### src/rtl/wb_interconnect_pkg.sv
// Shared definitions for the Wishbone interconnect.
//   - 3-bit FSM state codes used by wb_interconnect
//   - default address map: RAM, SDRAM controller and peripheral block
package wb_interconnect_pkg;

   typedef logic [2:0] state_t;

   localparam state_t StIdle = 3'd0;
   localparam state_t StReq  = 3'd1;
   localparam state_t StWait = 3'd2;
   localparam state_t StResp = 3'd3;
   localparam state_t StErr  = 3'd4;

   localparam logic [31:0] RAM_BASE    = 32'hb000_0000;
   localparam logic [31:0] RAM_MASK    = 32'hffff_0000;
   localparam logic [31:0] SDRAM_BASE  = 32'h4000_0000;
   localparam logic [31:0] SDRAM_MASK  = 32'hf000_0000;
   localparam logic [31:0] PERIPH_BASE = 32'hc000_0000;
   localparam logic [31:0] PERIPH_MASK = 32'hff00_0000;

endpackage

### src/rtl/wb_addr_decoder.sv
// Combinational address decoder.
// Slave k hits when (addr & MASK[k]) == BASE[k]; the lowest matching index wins.
// Ports:
//   addr  in   32        address to decode
//   sel   out  N_SLAVES  one-hot slave select (all zero on a miss)
//   hit   out  1         some slave matched
module wb_addr_decoder
   import wb_interconnect_pkg::*;
#(
   parameter int unsigned             N_SLAVES   = 3,
   parameter logic [32*N_SLAVES-1:0] SLAVE_BASE = {PERIPH_BASE, SDRAM_BASE, RAM_BASE},
   parameter logic [32*N_SLAVES-1:0] SLAVE_MASK = {PERIPH_MASK, SDRAM_MASK, RAM_MASK}
) (
   input  logic [31:0]         addr,
   output logic [N_SLAVES-1:0] sel,
   output logic                hit
);

   always_comb begin
      sel = '0;
      hit = 1'b0;
      for (int unsigned k = 0; k < N_SLAVES; k++) begin
         // once a lower index has matched, higher indices are masked off
         if (!hit && ((addr & SLAVE_MASK[32*k +: 32]) == SLAVE_BASE[32*k +: 32])) begin
            sel[k] = 1'b1;
            hit    = 1'b1;
         end
      end
   end

endmodule

### src/rtl/wb_interconnect.sv
// Single-master, N-slave pipelined Wishbone interconnect.
// Routes one transaction at a time to the decoded slave and returns ack/data, or an
// error on unmapped addresses and on slave timeout.
// Ports:
//   clk, reset (async, active low)
//   i_wb_cyc/stb/we/addr/data   master request
//   o_wb_data/ack/err/stall     master response
//   o_s_cyc/stb [N_SLAVES]      per-slave cycle/strobe
//   o_s_we/addr/data            shared slave request fields (latched)
//   i_s_data/ack/stall          per-slave responses (slave k data at bits 32k+31:32k)
module wb_interconnect
   import wb_interconnect_pkg::*;
#(
   parameter int unsigned             N_SLAVES   = 3,
   parameter logic [32*N_SLAVES-1:0] SLAVE_BASE = {PERIPH_BASE, SDRAM_BASE, RAM_BASE},
   parameter logic [32*N_SLAVES-1:0] SLAVE_MASK = {PERIPH_MASK, SDRAM_MASK, RAM_MASK},
   parameter int unsigned             TIMEOUT    = 255
) (
   input  logic                     clk,
   input  logic                     reset,
   input  logic                     i_wb_cyc,
   input  logic                     i_wb_stb,
   input  logic                     i_wb_we,
   input  logic [31:0]              i_wb_addr,
   input  logic [31:0]              i_wb_data,
   output logic [31:0]              o_wb_data,
   output logic                     o_wb_ack,
   output logic                     o_wb_err,
   output logic                     o_wb_stall,
   output logic [N_SLAVES-1:0]      o_s_cyc,
   output logic [N_SLAVES-1:0]      o_s_stb,
   output logic                     o_s_we,
   output logic [31:0]              o_s_addr,
   output logic [31:0]              o_s_data,
   input  logic [32*N_SLAVES-1:0]   i_s_data,
   input  logic [N_SLAVES-1:0]      i_s_ack,
   input  logic [N_SLAVES-1:0]      i_s_stall
);

   // Counter holds the number of cycles already spent in REQ/WAIT, so the error
   // fires after exactly TIMEOUT cycles of slave cycle without an ack.
   localparam logic [7:0] TIMEOUT_LAST = 8'(TIMEOUT - 1);

   state_t              state_q, state_d;
   logic [31:0]         addr_q, data_q, rdata_q, sel_rdata;
   logic                we_q;
   logic [N_SLAVES-1:0] sel_q, dec_sel;
   logic [7:0]          cnt_q;
   logic                dec_hit, req, sel_ack, sel_stall, timed_out, busy;

   wb_addr_decoder #(
      .N_SLAVES   (N_SLAVES),
      .SLAVE_BASE (SLAVE_BASE),
      .SLAVE_MASK (SLAVE_MASK)
   ) u_decoder (
      .addr (i_wb_addr),
      .sel  (dec_sel),
      .hit  (dec_hit)
   );

   assign req       = i_wb_cyc & i_wb_stb;
   // only the latched slave's handshakes matter
   assign sel_ack   = |(i_s_ack & sel_q);
   assign sel_stall = |(i_s_stall & sel_q);
   assign timed_out = (cnt_q == TIMEOUT_LAST);
   assign busy      = (state_q == StReq) || (state_q == StWait);

   always_comb begin
      sel_rdata = '0;
      for (int unsigned k = 0; k < N_SLAVES; k++) begin
         if (sel_q[k]) sel_rdata = sel_rdata | i_s_data[32*k +: 32];
      end
   end

   // State register
   always_ff @(posedge clk or negedge reset) begin
      if (!reset) state_q <= StIdle;
      else        state_q <= state_d;
   end

   // Next-state logic; a master abort outranks ack and timeout
   always_comb begin
      state_d = state_q;
      unique case (state_q)
         StIdle: if (req) state_d = dec_hit ? StReq : StErr;
         StReq: begin
            if (!i_wb_cyc)                 state_d = StIdle;
            else if (!sel_stall && sel_ack) state_d = StResp;
            else if (timed_out)            state_d = StErr;
            else if (!sel_stall)           state_d = StWait;
         end
         StWait: begin
            if (!i_wb_cyc)      state_d = StIdle;
            else if (sel_ack)   state_d = StResp;
            else if (timed_out) state_d = StErr;
         end
         StResp:  state_d = StIdle;
         StErr:   state_d = StIdle;
         default: state_d = StIdle;
      endcase
   end

   // Outputs
   always_comb begin
      o_wb_stall = (state_q != StIdle);
      o_wb_ack   = (state_q == StResp);
      o_wb_err   = (state_q == StErr);
      o_s_cyc    = '0;
      o_s_stb    = '0;
      unique case (state_q)
         StReq: begin
            o_s_cyc = sel_q;
            o_s_stb = sel_q;
         end
         StWait:  o_s_cyc = sel_q;
         default: ;
      endcase
   end

   assign o_s_we    = we_q;
   assign o_s_addr  = addr_q;
   assign o_s_data  = data_q;
   assign o_wb_data = rdata_q;

   // Request latches, timeout counter and read-data capture
   always_ff @(posedge clk or negedge reset) begin
      if (!reset) begin
         addr_q  <= '0;
         data_q  <= '0;
         we_q    <= 1'b0;
         sel_q   <= '0;
         cnt_q   <= '0;
         rdata_q <= '0;
      end else begin
         cnt_q <= busy ? cnt_q + 8'd1 : 8'd0;
         if (state_q == StIdle && req) begin
            addr_q <= i_wb_addr;
            data_q <= i_wb_data;
            we_q   <= i_wb_we;
            sel_q  <= dec_sel;
         end
         if (state_d == StResp) rdata_q <= sel_rdata;
      end
   end

endmodule

### config.mk
export PLATFORM = sky130hd
export DESIGN_NAME = wb_interconnect
export DESIGN_NICKNAME = d
export VERILOG_FILES = /design/src/rtl/wb_interconnect_pkg.sv /design/src/rtl/wb_addr_decoder.sv /design/src/rtl/wb_interconnect.sv
export SDC_FILE = /design/constraint.sdc
export NUM_CORES = 1
export LEC_CHECK = 0
export BUFFER_PORTS_ARGS = -buffer_cell sky130_fd_sc_hd__buf_2
export CAP_MARGIN = 10
export CORE_AREA = 2 2 108 110
export DETAILED_ROUTE_END_ITERATION = 8
export DIE_AREA = 0 0 110 112
export PLACE_DENSITY = 0.81
export SLEW_MARGIN = 30
export SYNTH_ARGS = -nofsm -noshare
export SYNTH_HDL_FRONTEND = slang
export SYNTH_SLANG_ARGS = --single-unit
### constraint.sdc
create_clock -name clk -period 5.9 [get_ports clk]
set_input_delay 0.59 -clock clk [delete_from_list [all_inputs] [get_ports clk]]
set_output_delay 0.59 -clock clk [all_outputs]
set_load 0.02 [all_outputs]
==> run metrics <==
design area=6720 um2; Synth Warn #=0; Core ar.=11200 um2; total clock sinks=111; Post-synth top cells=dfrtp_1 (111), mux2_1 (63), inv_1 (38); root buf cell=clkbuf_16; # hold bufs at CTS=0; final hold vios=0; first-pass GRT wire length=20400 um; post-synth cell types=44; CTS tree=yes; Synth Cell Area=4960 um2; relative slew slack=47.4%; power per cell area=278 nW/um2; endpoints failing setup=0; die area=12300 um2; fin crit period=2.78 ns; post-synthesis area per instance=13.1 um2; static leakage=3.31 nW; total gr overflow=0; reg2reg start=state_q[2]; share of post-route cells with drive strength above 1=46.9%; final setup TNS=0 ns; Critical R2R Capture=o_wb_data[9]; min-delay worst type=input pin to async pin; Area contributors post-synth=dfrtp_1 (56%), mux2_1 (14%), a222oi_1 (6.9%); Reg2Reg Depth=6; Gates resized, CTS repair=0; kind of critical path=flop to flop; CP Data Required Time=6.16 ns; Placed Area=6420 um2; CTS max path bufs=2; RSZ-0062 raised after global routing=no; Initial Utilization=44.4%; Post-DRT Antenna Nets=0; Clk Latency, worst-skew pair=0.35 ns; Crit Path Max Fanout=42; crit end category=flop; Pre-Repair DR Iteration Count=6; FP Rows=39; EDFF count, synth=0; Layout Skew=0.00868 ns; top-count cell post-synth=dfrtp_1; Area Growth Syn to Fin=35.4%; final core utilization=60.2%; dpl hpwl=10000 um; DRC viols=0; clk slew on worst S/H paths=0.07 ns; status=finished, final reports clean; Layout Nets=822; Setup Buffers After CTS=0; Routed wire per std cell=16.9 um; CP endpoint=o_wb_data[9]; Synth top area share=56.0%; die span in y=112 um; max cap viols=0; ys flop type=dfrtp_1; chip width=110 um; Cells after Synth=379; largest net degree at the start of global routing=74; Mapped Nets=552; Num CTS Buffers=9; FFs w/ async S/R, synth=100%; initial antenna violation count=0; CP Launch Type=flop; IO Port Bufs=276; Vias/cell=5.18; final period utilization=47.2%; # IOs=277; R2R setup slack=3.12 ns; Tot GR Track Use=21.6%; Synth area leader=dfrtp_1; Worst Path Arrival=3.04 ns; worst setup path startpoint=state_q[2]; Design Power=0.00187 W; vias in the first global route=4180; Yosys reg bits=111; Worst-Margin Slew=0.784 ns; Peak VDD IR=0.201 mV; Post-Route WL=13500 um; GPL Wtd Cong=0.861; Initial DRC Count=256; n_diodes=0; Slew Viols, Final=0; FMAX=359 MHz; via count=4132; sequential share of the synthesized area=56.0%; depth of the CTS H-tree=3
## per-stage QoR
stage               instances  worst slack (ns)  hold slack, ns
CTS                       796              2.70           0.275
global route              797              2.92           0.296
detailed placement        780              2.40           0.475
floorplan                 379              3.52           0.294
global placement          780              2.57           0.468
finish                    797              3.12           0.253
## cells by family after synthesis
family / after synthesis / share of synthesized area [%]
buffers and inverters: 61 / 6.10
DFF: 111 / 56.0
muxes: 97 / 21.2
adders and majority gates: 2 / 0.504
AOI/OAI and AO/OA: 54 / 10.1
and+or+nand+nor: 50 / 5.44
xor gates and xnor gates: 4 / 0.706
## placed cells by master, fill, tap and decap left out, types with 3 or more instances in the layout
master	n
buf_2	275
dfrtp_1	111
mux2_1	63
inv_1	38
a222oi_1	34
mux2i_1	32
nor2_1	11
nand2_1	10
clkbuf_16	9
buf_4	6
nor2b_1	4
a21oi_1	4
nand3_1	4
o21ai_1	4
and2_1	3
xor2_1	3
## report_power, final
part           internal (W)  total (W)  switching, W
Combinational      0.000159   0.000390      0.000230
Sequential         0.000847   0.000894     0.0000468
Clock              0.000313   0.000586      0.000273
Total               0.00132    0.00187      0.000550
## worst min path at each step
stage                              end  cells after the start
after CTS                 o_s_data[27]                      1
after floorplan               cnt_q[0]                      0
after detailed placement  o_s_data[21]                      1
after global routing      o_s_data[27]                      1
final                     o_s_data[27]                      1
after global placement     o_s_addr[9]                      1
## final cells by class
cell class / instances / area [um2]
timing repair buffer: 282 / 1440
clock buffer: 13 / 260
tap: 143 / 179
clock inverter: 3 / 26.3
inverter: 38 / 143
fill: 895 / 4450
multi-input combinational: 207 / 1900
sequential: 111 / 2780
## routing by layer
metal,vias to the layer above,track usage [%],share of wire (%)
li1,1925,-,-
met1,1988,25.0,39
met2,200,37.5,50
met3,19,6.26,9.3
met4,0,7.93,1.7
met5,-,0,0
## flip-flops by register name (all words and copies together) (netlist names)
signal and flops:
o_s_addr 32, o_s_data 32, o_wb_data 32, cnt_q 8, sel_q 3, state_q 3
o_s_we 1
## worst max-delay path: stages (launching register included)
cell      delay, ns
dfrtp_1        0.40
nor2b_1        0.35
nand3_4        0.52
nand3b_2       0.47
a21boi_4       0.18
buf_4          0.46
mux2i_1        0.28
Note: power is estimated with default switching activity, not from simulation.
